--- config.mk ---
export PLATFORM = sky130hd
export DESIGN_NAME = o_timing_tracker
export DESIGN_NICKNAME = d
export VERILOG_FILES = /design/src/rtl/o_tracker_pkg.sv /design/src/rtl/o_sync_edge.sv /design/src/rtl/o_timing_tracker.sv
export SDC_FILE = /design/constraint.sdc
export NUM_CORES = 1
export LEC_CHECK = 0
export ABC_AREA = 1
export BUFFER_PORTS_ARGS = -buffer_cell sky130_fd_sc_hd__buf_2
export CORE_ASPECT_RATIO = 1.4
export CORE_MARGIN = 5
export CORE_UTILIZATION = 54
export CTS_CLUSTER_SIZE = 14
export DETAILED_ROUTE_END_ITERATION = 8
export PLACE_DENSITY = 0.76
export SLEW_MARGIN = 25
export SYNTH_ARGS = -nofsm -noshare
export SYNTH_HDL_FRONTEND = slang
export SYNTH_SLANG_ARGS = --single-unit
--- constraint.sdc ---
create_clock -name O_CLK -period 2.5 [get_ports O_CLK]
set_clock_uncertainty 0.05 [all_clocks]
set_input_delay 0.125 -clock O_CLK [delete_from_list [all_inputs] [get_ports O_CLK]]
set_output_delay 0.125 -clock O_CLK [all_outputs]
set_load 0.01 [all_outputs]
--- src/rtl/o_tracker_pkg.sv ---
// Shared types and default raster timing for the scope timing tracker.
package o_tracker_pkg;

  typedef enum logic [1:0] {StUnlocked, StAcquire, StLocked} lock_state_e;

  localparam int unsigned HVisible    = 576;
  localparam int unsigned HFrontPorch = 136;
  localparam int unsigned HSyncWidth  = 64;
  localparam int unsigned HBackPorch  = 24;
  localparam int unsigned HTotal      = 800;

  localparam int unsigned VVisible    = 378;
  localparam int unsigned VFrontPorch = 25;
  localparam int unsigned VSyncWidth  = 3;
  localparam int unsigned VBackPorch  = 11;
  localparam int unsigned VTotal      = 417;

  // Clocks per polarity-detection window.
  localparam int unsigned PolWindow   = 1024;

endpackage

--- src/rtl/o_sync_edge.sv ---
// Two-flop synchroniser plus inactive-to-active edge detect for one raw sync.
// With O_TRACKER_POLDET_EN defined, the active level is the per-window minority level.
module o_sync_edge
  import o_tracker_pkg::*;
#(
  parameter logic POL = 1'b0
) (
  input  logic clk_i,
  input  logic rst_i,
  input  logic sig_i,
  output logic active_o,
  output logic edge_o,
  output logic pol_chg_o
);

  logic s1_q, s2_q, act_q, pol;

`ifdef O_TRACKER_POLDET_EN
  localparam int unsigned WinW = $clog2(PolWindow);
  localparam int unsigned CntW = WinW + 1;
  localparam logic        SyncRst = ~POL;

  logic            pol_q, pol_chg_q, new_pol;
  logic [WinW-1:0] win_q;
  logic [CntW-1:0] hi_q, hi_sum;

  assign hi_sum  = hi_q + CntW'(s2_q);
  // A sync pulse is the short part of the period, so the rarer level is the active one.
  assign new_pol = (32'(hi_sum) < PolWindow / 2);

  always_ff @(posedge clk_i or posedge rst_i) begin
    if (rst_i) begin
      pol_q     <= POL;
      pol_chg_q <= 1'b0;
      win_q     <= '0;
      hi_q      <= '0;
    end else begin
      win_q     <= win_q + WinW'(1);
      pol_chg_q <= 1'b0;
      if (win_q == '1) begin
        hi_q <= '0;
        if (new_pol != pol_q) begin
          pol_q     <= new_pol;
          pol_chg_q <= 1'b1;
        end
      end else begin
        hi_q <= hi_sum;
      end
    end
  end

  assign pol       = pol_q;
  assign pol_chg_o = pol_chg_q;
`else
  localparam logic SyncRst = ~POL;

  assign pol       = POL;
  assign pol_chg_o = 1'b0;
`endif

  always_ff @(posedge clk_i or posedge rst_i) begin
    if (rst_i) begin
      s1_q  <= SyncRst;
      s2_q  <= SyncRst;
      act_q <= 1'b0;
    end else begin
      s1_q  <= sig_i;
      s2_q  <= s1_q;
      act_q <= active_o;
    end
  end

  assign active_o = (s2_q == pol);
  assign edge_o   = active_o & ~act_q;

endmodule

--- src/rtl/o_timing_tracker.sv ---
// Recovers raster X/Y, visible window and frame lock from raw scope HS/VS.
// Define O_TRACKER_POLDET_EN to auto-detect sync polarity instead of HS_POL/VS_POL.
module o_timing_tracker
  import o_tracker_pkg::*;
#(
  parameter int unsigned XW            = 10,
  parameter int unsigned YW            = 9,
  parameter int unsigned H_FRONT_PORCH = HFrontPorch,
  parameter int unsigned H_VISIBLE     = HVisible,
  parameter int unsigned V_FRONT_PORCH = VFrontPorch,
  parameter int unsigned V_VISIBLE     = VVisible,
  parameter logic        HS_POL        = 1'b0,
  parameter logic        VS_POL        = 1'b0,
  parameter int unsigned PULSE_DIV     = 60,
  parameter int unsigned SYNC_LINE     = 12,
  parameter int unsigned LOCK_FRAMES   = 3,
  parameter int unsigned TO_W          = 20
) (
  input  logic          O_CLK,
  input  logic          RST,
  input  logic          ENABLE,
  input  logic          O_HS,
  input  logic          O_VS,
  output logic [XW-1:0] O_X,
  output logic [YW-1:0] O_Y,
  output logic          O_VISIBLE,
  output logic          PULSE_1HZ,
  output logic          SYNC,
  output logic          LOCKED,
  output logic [YW-1:0] LINES_PER_FRAME
);

  localparam int unsigned MW     = $clog2(LOCK_FRAMES + 1);
  localparam int unsigned FW     = $clog2(PULSE_DIV) + 1;
  localparam int unsigned HStart = H_FRONT_PORCH - 1;
  localparam int unsigned HEnd   = H_FRONT_PORCH + H_VISIBLE - 1;
  localparam int unsigned VStart = V_FRONT_PORCH;
  localparam int unsigned VEnd   = V_FRONT_PORCH + V_VISIBLE;

  logic hs_act, hs_edge, hs_pchg, vs_act, vs_edge, vs_pchg;
  logic vs_ev, timeout, in_win;

  logic [XW-1:0]   x_q;
  logic [YW-1:0]   y_q, ref_lines_q;
  logic [FW-1:0]   frame_q;
  logic [MW-1:0]   match_q;
  logic [TO_W-1:0] to_q;
  lock_state_e     state_q;

  o_sync_edge #(.POL(HS_POL)) u_hs (
    .clk_i     (O_CLK),
    .rst_i     (RST),
    .sig_i     (O_HS),
    .active_o  (hs_act),
    .edge_o    (hs_edge),
    .pol_chg_o (hs_pchg)
  );

  o_sync_edge #(.POL(VS_POL)) u_vs (
    .clk_i     (O_CLK),
    .rst_i     (RST),
    .sig_i     (O_VS),
    .active_o  (vs_act),
    .edge_o    (vs_edge),
    .pol_chg_o (vs_pchg)
  );

  assign vs_ev   = vs_edge & ENABLE;
  assign timeout = (to_q == '1);
  assign in_win  = (32'(x_q) >= HStart) && (32'(x_q) < HEnd) &&
                   (32'(y_q) >= VStart) && (32'(y_q) < VEnd);

  always_ff @(posedge O_CLK or posedge RST) begin
    if (RST) begin
      x_q             <= '0;
      y_q             <= '0;
      frame_q         <= '0;
      to_q            <= '0;
      PULSE_1HZ       <= 1'b0;
      LINES_PER_FRAME <= '0;
    end else begin
      to_q <= vs_edge ? '0 : (timeout ? to_q : to_q + TO_W'(1));
      if (ENABLE) begin
        if (hs_act)         x_q <= '0;
        else if (x_q != '1) x_q <= x_q + XW'(1);
        // VS wins over a coincident HS edge.
        if (vs_act)                     y_q <= '0;
        else if (hs_edge && y_q != '1)  y_q <= y_q + YW'(1);
      end
      if (vs_ev) begin
        LINES_PER_FRAME <= y_q;
        if (32'(frame_q) >= PULSE_DIV - 1) begin
          frame_q   <= '0;
          PULSE_1HZ <= ~PULSE_1HZ;
        end else begin
          frame_q <= frame_q + FW'(1);
        end
      end
    end
  end

  always_ff @(posedge O_CLK or posedge RST) begin
    if (RST) begin
      state_q     <= StUnlocked;
      ref_lines_q <= '0;
      match_q     <= '0;
      LOCKED      <= 1'b0;
    end else begin
      LOCKED <= (state_q == StLocked);
      if (!ENABLE || timeout || hs_pchg || vs_pchg) begin
        state_q <= StUnlocked;
        match_q <= '0;
      end else if (vs_ev) begin
        unique case (state_q)
          StUnlocked: begin
            state_q     <= StAcquire;
            ref_lines_q <= y_q;
            match_q     <= '0;
          end
          StAcquire: begin
            // A zero-line frame (sync held active) never counts as a match.
            if (y_q == ref_lines_q && y_q != '0) begin
              match_q <= match_q + MW'(1);
              if (32'(match_q) + 1 >= LOCK_FRAMES - 1) state_q <= StLocked;
            end else begin
              ref_lines_q <= y_q;
              match_q     <= '0;
            end
          end
          StLocked: begin
            if (y_q != ref_lines_q) state_q <= StUnlocked;
          end
          default: state_q <= StUnlocked;
        endcase
      end
    end
  end

  always_ff @(posedge O_CLK or posedge RST) begin
    if (RST) begin
      O_X       <= '0;
      O_Y       <= '0;
      O_VISIBLE <= 1'b0;
      SYNC      <= 1'b0;
    end else begin
      O_X       <= x_q - XW'(H_FRONT_PORCH);
      O_Y       <= y_q - YW'(V_FRONT_PORCH);
      O_VISIBLE <= ENABLE & (state_q == StLocked) & in_win;
      SYNC      <= (32'(y_q) == SYNC_LINE);
    end
  end

endmodule

==> results.md, run 1 <==
* Synth Area in Compound Gates at 0.0898
* Clock-pin slew on the worst setup and hold paths at 0.07 ns
* Endpoints failing hold at 0
* Mux contribution to synthesized area at 0
* Synth Area in Simple Gates at 0.259
* Primary FF master, synth: dfrtp_1
* Combinational family with the most area after synthesis: simple AND/OR/NAND/NOR gates
* Die H at 121 um
* Internal power at 2.85 mW
* CP Launch Type: flip-flop
* Pre-Repair DR Iteration Count at 5
* EDFF count, synth at 0
* Pleak at 2.58 nW
* FF+latch count, synth at 97
* CTS tree: yes
* Net Switching at 1.23 mW
* Clock power frac at 0.347
* Pwr Density at 750 nW/um^2
* Vias in the first global route at 3,984
* Slew Limit Fails at 0
* Yosys top cell by area: dfrtp_1
* Initial core utilization at 0.555
* Drt total wl at 10,800 um
* 1st-iter DRT viols at 251
* Worst IR Drop VDD at 460 uV
* Most common cell in the netlist: nand2_1
* Port Buffers at 36
* Crit Path Category: flip-flop to flip-flop
* Required @ worst endpoint at 2.68 ns
* Slowest cell on crit path: dfrtp_1
* Synth Area per Inst at 8.49 sq um
* Leading post-synthesis cells by cell area: dfrtp_1, nand2_1, inv_1
* Max Root-Sink Buffers at 2
* Via count at 3,985
* Post-layout power at 4.08 mW
* Unrepaired setup endpoints after global routing: false
* Worst R2R Start: y_q[0]
* # IOs at 37
* Worst path depth at 13
* Synth cell types at 42
* Critical Path, Cell by Cell: ha_1, nand3_1, nor4_1, ha_1, nor2_1, nand2_1, a21oi_1, buf_4, nand2_1, nor2_1, nand2_1, o21ai_0, a21oi_1
* Number of max-cap violations at 0
* Sw frac at 0.301
* Drt drc at 0
* Min Tclk post-route at 2.21 ns
* Combinational share of power at 0.184
* Antenna violations before repair at 0
* Synth Area in Adders at 0.0288
* Top post-synthesis cells by count: nand2_1, dfrtp_1, inv_1
* Most frequent CP cell: nand2_1
* Root buffer cell: clkbuf_16
* Worst-path fanout max at 5
* Status: finished clean
* DIE AREA at 10,900 sq um
* Post-synth ARST share at 1.00
* Core ar. at 8610 sq um
* Slew Limit Headroom at 0.529
* Syn. warnings at 0
* Global-route wire length before repair at 18,400 um
* Final Setup Violations at 0
* R2R cell count at 13
* Worst-Margin Slew at 0.704 ns
* Inserted Clock Buffers at 9
* Synth Net Count at 579
* GPL Wtd Cong at 0.920
* Final ANT Viol Nets at 0
* Reg2Reg Setup Slack at 0.29 ns
* Num rows at 40
* Post-Syn Area at 4780 sq um
* N_diodes at 0
* Post-DR wirelength/cell at 15.0 um
* Share of cells above drive strength 1 at 0.146
* Hold endpoint: match_q[0]
* H-tree levels at 3
* CP bufs+invs at 1
* Fillers at 752
* Reg2reg end: y_q[5]
* Fmax at 0.453 GHz
* Largest stage delay, worst path at 0.43 ns
* Hold Startpoint: ENABLE
* Area Growth Syn to Fin at 13.8%
* Post-synthesis instance total at 563
* Total GRT Usage at 0.219
* Vias/cell at 5.53
* Largest net degree at the start of global routing at 41
* Clk sink count at 97
* Die Wd at 89.5 um
* Setup TNS at 0 ns
* Worst Path Arrival at 2.39 ns
* Synth top area share at 0.487
* Hold path cells at 5
* Dpl hpwl at 7810 um
* Crit share post-route at 0.883
* Worst Hold Class: input port to flip-flop
* Critical path's top delay family: simple AND/OR/NAND/NOR gates
* Post-synthesis xor/xnor area fraction at 0.0385
* Worst-Skew Late Latency at 0.35 ns
* Seq pwr share at 0.469
* Total gr overflow at 0
* Nets@finish at 627
* Sequential fraction of the synthesis area at 0.509
* Crit end category: flip-flop
state kept, by name, summed over array words and instances (netlist names), 2 cells and up:
signal,count
O_Y,9
to_q,20
state_q,2
LINES_PER_FRAME,9
x_q,10
frame_q,7
ref_lines_q,9
y_q,9
O_X,10
match_q,2
layout by cell type, fill, tap and decap left out, drive strengths merged, types with 6 or more instances in the layout:
| master | netlist | routed |
|---|---|---|
| a21oi | 25 | 25 |
| nand3 | 44 | 44 |
| nand2 | 136 | 136 |
| xor2 | 15 | 15 |
| buf | 10 | 49 |
| ha | 11 | 11 |
| inv | 67 | 67 |
| o21ai | 35 | 35 |
| xnor2 | 6 | 6 |
| nand4 | 11 | 11 |
| dfrtp | 93 | 93 |
| clkbuf | 5 | 11 |
| nor2 | 48 | 48 |
| a31oi | 6 | 6 |
| nor3 | 25 | 25 |
repair_timing:
action,in CTS,in global routing
buffers inserted,0,2
setup endpoints to repair,0,1
gates resized for setup,0,0
hold buffers,3,0
endpoints found under the hold margin,29,0
layer usage:
metal,global-route usage,vias to the layer above,share of wire
met4,0.121,0,0.035
met1,0.261,1890,0.41
li1,-,1935,-
met2,0.365,124,0.51
met5,0,-,0
met3,0.0380,36,0.048
metrics by stage:
stage	hold WS, ns	setup WS (ns)	cells	area, sq um	util
final	0.204	0.291	721	5440	0.632
after global routing	0.219	0.0680	721	5440	0.632
after CTS	0.196	0.254	719	5420	0.630
after detailed placement	0.182	0.293	700	5090	0.591
after global placement	0.181	0.440	700	5090	0.591
after floorplan	0.0795	0.607	563	4780	-
final cells by class:
type | count | area (sq um) | area share
flip-flops and latches | 97 | 2430 | 0.447
multi-input cells | 383 | 1990 | 0.366
repair buffers | 52 | 320 | 0.0589
inverters | 68 | 259 | 0.0476
clock buffers | 11 | 243 | 0.0446
well taps | 105 | 131 | 0.0242
clock inverters | 5 | 63.8 | 0.0117
worst register-to-register path, cell delays in order (launching register included):
cell,delay (ns)
dfrtp_1,0.43
ha_1,0.25
nand3_1,0.14
nor4_1,0.07
ha_1,0.18
nor2_1,0.10
nand2_1,0.06
a21oi_1,0.14
buf_4,0.15
nand2_1,0.07
nor2_1,0.14
nand2_1,0.09
o21ai_0,0.18
a21oi_1,0.06
logic make-up (layout without fill, tap and decap cells):
| group | Yosys count | after routing |
|---|---|---|
| AO/OA/AOI/OAI | 78 | 78 |
| XOR/XNOR | 21 | 21 |
| adder cells (fa/ha/maj) | 11 | 11 |
| buffers and inverters | 83 | 136 |
| flip-flops | 97 | 97 |
| AND/OR/NAND/NOR | 273 | 273 |
worst max-delay path by stage:
stage                     slack [ns]  startpoint  endpoint
after detailed placement        0.29      y_q[0]    y_q[5]
after floorplan                 0.61      y_q[0]    y_q[4]
after global routing            0.07      y_q[0]    y_q[5]
after CTS                       0.25      y_q[0]    y_q[5]
final                           0.29      y_q[0]    y_q[5]
after global placement          0.44      y_q[0]    y_q[5]
power groups by stage:
stage / registers (mW) / clock network [mW] / logic, mW
detailed placement: 1.94 / 0 / 0.746
global route: 1.94 / 1.51 / 0.855
global placement: 1.93 / 0 / 0.721
CTS: 1.91 / 1.43 / 0.757
floorplan: 1.94 / 0 / 0.496
finish: 1.91 / 1.42 / 0.752
Power figures use the tool's default switching activity.
==> inputs of run 2 (changes only) <==
==> constraint.sdc (replaced) <==
create_clock -name O_CLK -period 1.9 [get_ports O_CLK]
set_clock_uncertainty 0.05 [all_clocks]
set_input_delay 0.095 -clock O_CLK [delete_from_list [all_inputs] [get_ports O_CLK]]
set_output_delay 0.095 -clock O_CLK [all_outputs]
set_load 0.01 [all_outputs]
==> results.md, run 2 (synthesis gave the netlist of run 1 again) <==
* Status: finished with violations
* Failing checks: negative setup slack
* Worst IR Drop VDD at 668 uV (+45%)
* Slew Limit Fails at 0 (unchanged)
* Port Buffers at 36 (unchanged)
* Area Growth Syn to Fin at 18.2%
* Die Wd at 89.5 um (unchanged)
* Crit end category: flip-flop
* Max Root-Sink Buffers at 2 (unchanged)
* Pre-Repair DR Iteration Count at 4 (-1)
* CP Launch Type: flip-flop
* Drt drc at 0 (unchanged)
* Number of max-cap violations at 0 (unchanged)
* N_diodes at 0 (unchanged)
* Global-route wire length before repair at 18,300 um (-0.11%)
* Hold Startpoint: ENABLE
* Total GRT Usage at 0.217 (-0.00221)
* Worst R2R Start: y_q[0]
* Vias/cell at 5.42 (-1.9%)
* Top reg by flops: to_q
* Root buffer cell: clkbuf_16
* # IOs at 37 (unchanged)
* CTS tree: yes
* Antenna violations before repair at 0 (unchanged)
* Post-DR wirelength/cell at 14.5 um (-3.1%)
* Num rows at 40 (unchanged)
* Final ANT Viol Nets at 0 (unchanged)
* Critical Path, Cell by Cell: ha_2, nand3_2, nor4_2, ha_1, nor2_1, nand2_1, a21oi_2, nand2_1, nor2_2, nand2_1, o21ai_1, a21oi_1
* Endpoints failing hold at 0 (unchanged)
* Crit share post-route at 1.01 (+0.126)
* Commonest non-fill, non-tap cell in the layout: nand2_1
* Final Setup Violations at 1 (+1)
* Slew Limit Headroom at 0.617 (+0.0879)
* Pleak at 2.69 nW (+4.3%)
* Unrepaired setup endpoints after global routing: true
* Core Util, Final at 0.657 (+0.0249)
* GPL Wtd Cong at 0.886 (-3.7%)
* Largest net degree at the start of global routing at 88 (+110%)
* Vias in the first global route at 4,043 (+1.5%)
* Clock-pin slew on the worst setup and hold paths at 0.06 ns (about the same)
* Initial core utilization at 0.555 (unchanged)
* Post-route setup slack at -0.0174 ns (-0.309 ns)
* Required @ worst endpoint at 2.07 ns (-0.61 ns)
* Crit Path Category: flip-flop to flip-flop
* Setup TNS at -0.0174 ns (-0.0174 ns)
* DIE AREA at 10,900 sq um (unchanged)
* Worst Path Arrival at 2.09 ns (-0.30 ns)
* 1st-iter DRT viols at 210 (-16%)
* Via count at 4,036 (+1.3%)
* Inserted Clock Buffers at 9 (unchanged)
* Core ar. at 8610 sq um (unchanged)
* Clk sink count at 97 (unchanged)
* Fmax at 0.522 GHz (+15%)
* Slowest cell on crit path: dfrtp_1
* H-tree levels at 3 (unchanged)
* Share of cells above drive strength 1 at 0.189 (+0.0433)
* Nets@finish at 650 (+3.7%)
* Total gr overflow at 0 (unchanged)
* CP startpoint: y_q[0]
* Min Tclk post-route at 1.92 ns (-0.291 ns)
* Pwr Density at 955 nW/um^2 (+27%)
* Biggest regs: to_q (20), O_X (10), x_q (10)
* Worst-Skew Late Latency at 0.34 ns (about the same)
* Worst-Margin Slew at 0.570 ns (-0.135 ns)
* Drt total wl at 10,800 um (about the same)
* Most frequent CP cell: nand2_1
* Worst Hold Class: input port to flip-flop
* Largest stage delay, worst path at 0.38 ns (-0.05 ns)
* Die H at 121 um (unchanged)
* Dpl hpwl at 7760 um (-0.57%)
* Reg2Reg Setup Slack at -0.02 ns (-0.31 ns)
* Worst-path fanout max at 2 (-3)
* Max FFs per register at 20 (unchanged)
* Commonest non-fill, non-tap cells in the layout: nand2_1, dfrtp_1, inv_1
* Fillers at 691 (-8.1%)
==> run 2: per-stage QoR <==
stage | worst slack (ns) | cell area (sq um) | hold WS, ns | std cells | total power [mW]
finish | -0.0174 | 5650 | 0.177 | 744 | 5.40
global placement | 0.0655 | 5250 | 0.00429 | 721 | 3.56
CTS | 0.0220 | 5580 | 0.170 | 740 | 5.42
detailed placement | 0.0306 | 5250 | 0.0112 | 721 | 3.60
floorplan | 0.00660 | 4780 | 0.0495 | 563 | 3.21
global route | -0.123 | 5650 | 0.209 | 744 | 5.69
==> run 2: area by class of cell <==
class | instances | area [sq um] | area share
clock buffers | 12 | 246 | 0.0436
clock inverters | 4 | 51.3 | 0.00907
inverters | 68 | 259 | 0.0458
multi-input cells | 383 | 2030 | 0.359
flip-flops and latches | 97 | 2430 | 0.430
well taps | 105 | 131 | 0.0232
repair buffers | 75 | 500 | 0.0885
==> run 2: power breakdown <==
group | internal, mW | total, mW | switching, mW
Sequential | 2.32 | 2.51 | 0.181
Clock | 1.06 | 1.81 | 0.749
Combinational | 0.429 | 1.09 | 0.658
==> run 2: path summary, 6_finish.rpt <==
path,endpoint,cells after the start
worst max-delay path,y_q[5],12
worst min-delay path,x_q[6],3
worst max register to register,y_q[5],12
worst min register to register,u_hs.s2_q,0
max in group asynchronous,u_vs.s1_q,4
min in group asynchronous,to_q[19],3
==> run 2: worst max-delay path: cells and delay by family (launching register included) <==
| kind | cells | cell delay [ns] |
|---|---|---|
| AOI/OAI and AO/OA | 3 | 0.37 |
| adders and majority gates | 2 | 0.37 |
| DFF | 1 | 0.38 |
| and+or+nand+nor | 7 | 0.63 |
==> run 2: timing repair <==
item | 4_1_cts | 5_1_grt
endpoints found under the setup margin | 1 | 14
pin swaps | 0 | 8
resized for setup | 2 | 13
buffers inserted | 0 | 4
cloned | 0 | 0
endpoints found under the hold margin | 12 | 0
hold buffers | 3 | 0
==> run 2: per-layer routing <==
layer	up-vias	share of wire	track usage
li1	1977	-	-
met1	1931	0.41	0.264
met2	96	0.52	0.362
met3	32	0.030	0.0299
met4	0	0.040	0.118
met5	-	0	0
==> inputs of run 3 (changes only) <==
--- a/config.mk
+++ b/config.mk
@@ -5,9 +5,7 @@
 export SDC_FILE = /design/constraint.sdc
 export NUM_CORES = 1
 export LEC_CHECK = 0
-export ABC_AREA = 1
 export BUFFER_PORTS_ARGS = -buffer_cell sky130_fd_sc_hd__buf_2
-export CORE_ASPECT_RATIO = 1.4
 export CORE_MARGIN = 5
 export CORE_UTILIZATION = 54
 export CTS_CLUSTER_SIZE = 14
==> results.md, run 3 <==
* Status: finished with violations
* Failing checks: negative setup slack
* Die Wd at 103 um (+16%)
* Final ANT Viol Nets at 0 (unchanged)
* Setup TNS at -1.40 ns (-1.38 ns)
* Core ar. at 8640 sq um (+0.32%)
* N_diodes at 0 (unchanged)
* Nets@finish at 556 (-14%)
* Worst-Margin Slew at 0.455 ns (-0.115 ns)
* FF/Latch Area at 2430 sq um (about the same)
* Leading post-synthesis cells by cell area: dfrtp_1, xor2_1, xnor2_1
* Post-DR wirelength/cell at 16.6 um (+14%)
* DIE AREA at 10,700 sq um (-1.4%)
* Primary FF master, synth: dfrtp_1
* Critical Path, Cell by Cell: buf_6, xor2_4, nor4_4, nand4_4, nand4_4, mux2_4
* Port Buffers at 36 (unchanged)
* Drt drc at 0 (unchanged)
* Combinational share of power at 0.206 (+0.005)
* Seq pwr share at 0.497 (+0.033)
* Worst Path Arrival at 2.22 ns (+0.13 ns)
* Yosys top cell by area: dfrtp_1
* Slew Limit Headroom at 0.694 (+0.0766)
* GPL Wtd Cong at 0.852 (-3.9%)
* Synth Net Count at 458 (-21%)
* Multi-input gate area at 2270 sq um (+12%)
* Sequential fraction of the synthesis area at 0.516 (+0.00675)
* Pre-Repair DR Iteration Count at 4 (unchanged)
* Die H at 103 um (-15%)
* Total GRT Usage at 0.211 (-0.00605)
* Total gr overflow at 0 (unchanged)
* Unrepaired setup endpoints after global routing: true
* Post-route setup slack at -0.126 ns (-0.109 ns)
* Clk sink count at 97 (unchanged)
* Worst-path fanout max at 6 (+4)
* H-tree levels at 3 (unchanged)
* Biggest regs: to_q (20), O_X (10), x_q (10)
* Clock power frac at 0.296 (-0.039)
* Pleak at 2.74 nW (+2.1%)
* Most frequent CP cell: nand4_4
* Post-Syn Area at 4720 sq um (-1.3%)
* Post-route cell area at 5890 sq um (+4.2%)
* Fmax at 0.494 GHz (-5.4%)
* Required @ worst endpoint at 2.09 ns (+0.02 ns)
* Largest stage delay, worst path at 0.42 ns (+0.04 ns)
* Largest net degree at the start of global routing at 41 (-53%)
* EDFF count, synth at 0 (unchanged)
* Placed Area at 5330 sq um (+1.7%)
* Global-route wire length before repair at 17,700 um (-3.2%)
* Post-layout power at 4.74 mW (-12%)
* Pwr Density at 805 nW/um^2 (-16%)
* Top reg by flops: to_q
* Vias in the first global route at 3,667 (-9.3%)
* Crit share post-route at 1.07 (+0.0572)
* Crit end category: flip-flop
* Synth top area share at 0.493 (+0.00645)
* Worst Hold Class: input port to asynchronous set/reset pin
* Clock-pin slew on the worst setup and hold paths at 0.10 ns (+0.04 ns)
* Share of cells above drive strength 1 at 0.332 (+0.143)
* Crit Path Category: flip-flop to flip-flop
* FF+latch count, synth at 97 (unchanged)
* Via count at 3,710 (-8.1%)
* Pre-CTS WS at -0.107 ns (-0.137 ns)
* Net Switching at 1.39 mW (-12%)
* Post-synth ARST share at 1.00 (unchanged)
* Area Growth Syn to Fin at 24.8%
* Dpl hpwl at 7360 um (-5.3%)
* Internal power at 3.35 mW (-12%)
* CTS tree: yes
* Vias/cell at 5.68 (+4.7%)
* Worst IR Drop VDD at 383 uV (-43%)
* Inserted Clock Buffers at 9 (unchanged)
* Post-synthesis instance total at 442 (-21%)
* Number of max-cap violations at 0 (unchanged)
* Slowest cell on crit path: dfrtp_1
* Syn. warnings at 0 (unchanged)
* Top post-synthesis cells by count: dfrtp_1, nor2_1, nand2_1
* Sw frac at 0.293 (-0.000754)
* Synth cell types at 56 (+33%)
* Commonest non-fill, non-tap cell in the layout: dfrtp_1
* Root buffer cell: clkbuf_8
* Drt total wl at 10,800 um (+0.34%)
* Max FFs per register at 20 (unchanged)
* Fillers at 623 (-9.8%)
* Min Tclk post-route at 2.03 ns (+0.109 ns)
* Max Root-Sink Buffers at 2 (unchanged)
* Commonest non-fill, non-tap cells in the layout: dfrtp_1, buf_4, nor2_1
* Slew Limit Fails at 0 (unchanged)
* Num rows at 34 (-15%)
* Worst-Skew Late Latency at 0.36 ns (+0.02 ns)
* Antenna violations before repair at 0 (unchanged)
* Core Util, Final at 0.682 (+0.0251)
* # IOs at 37 (unchanged)
* CP Launch Type: flip-flop
* Initial core utilization at 0.546 (-0.00901)
* Synth Area per Inst at 10.7 sq um (+26%)
* Endpoints failing hold at 0 (unchanged)
* Most common cell in the netlist: dfrtp_1
* 1st-iter DRT viols at 249 (+19%)
* Final Setup Violations at 18 (+17)
## run 3: changes by cell type in the layout (fill, tap and decap cells not counted), sizes merged, moves of 8 or more
cell	before	now
nand2	136	32
xnor2	6	19
inv	67	19
xor2	15	25
nand3	44	23
nor2	48	39
or3	0	8
mux2	0	15
nor3	25	11
buf	72	104
## run 3: path summary, 6_finish.rpt
check	slack [ns]	start	end	depth (start not counted)
setup / recovery	-0.13	y_q[1]	ref_lines_q[1]	6
hold / removal	0.16	RST	PULSE_1HZ	3
setup reg to reg	-0.13	y_q[1]	ref_lines_q[1]	6
hold reg to reg	0.30	u_vs.s1_q	u_vs.s2_q	0
max in group asynchronous	1.03	RST	u_hs.s2_q	4
min in group O_CLK	0.30	u_vs.s1_q	u_vs.s2_q	0
## run 3: kinds of logic (layout without fill, tap and decap cells)
| logic type | count (synthesis) | count (layout) | synth area share |
|---|---|---|---|
| mux | 15 | 15 | 0.0358 |
| xor+xnor | 44 | 44 | 0.0872 |
| flops | 97 | 97 | 0.516 |
| simple gates | 160 | 161 | 0.189 |
| buf+inv | 40 | 142 | 0.0446 |
| compound gates | 75 | 75 | 0.0984 |
| fa+ha+maj | 11 | 11 | 0.0292 |
## run 3: through the flow
step	hold slack, ns	cells
final	0.161	653
after global routing	0.165	653
after CTS	0.146	645
after detailed placement	-0.0156	617
after global placement	-0.0196	617
after floorplan	0.0495	442
## run 3: metal layers
layer,global-route usage,routed length (um),vias up
met5,0,0,-
met4,0.0876,265,0
met3,0.0329,431,20
met2,0.340,5560,94
met1,0.284,4560,1851
li1,-,-,1745
## run 3: power by group through the flow
stage | Clock, mW | Combinational, mW | Sequential [mW]
finish | 1.41 | 0.977 | 2.36
global route | 1.52 | 1.08 | 2.38
CTS | 1.43 | 0.894 | 2.36
detailed placement | 0 | 0.789 | 2.39
global placement | 0 | 0.758 | 2.38
floorplan | 0 | 0.471 | 2.41
## run 3: worst max-delay path: cells and delay by family (launching register included)
kind                      cells  cell delay, ns
xor gates and xnor gates      1            0.15
muxes                         1            0.32
DFF                           1            0.42
and+or+nand+nor               3            0.81
buffers and inverters         1            0.15
## run 3: cell type report
class,instances,share of cell area
inverter,18,0.0121
clock inverter,6,0.0125
tap,108,0.0229
timing repair buffer,108,0.129
clock buffer,10,0.0234
multi-input combinational,306,0.386
sequential,97,0.413
## run 3: what timing repair did
item,CTS,global route
buffers inserted,7,8
endpoints found under the hold margin,96,0
resized for setup,18,20
setup endpoints to repair,18,28
pin swaps,11,16
cloned,1,0
hold buffers,4,0
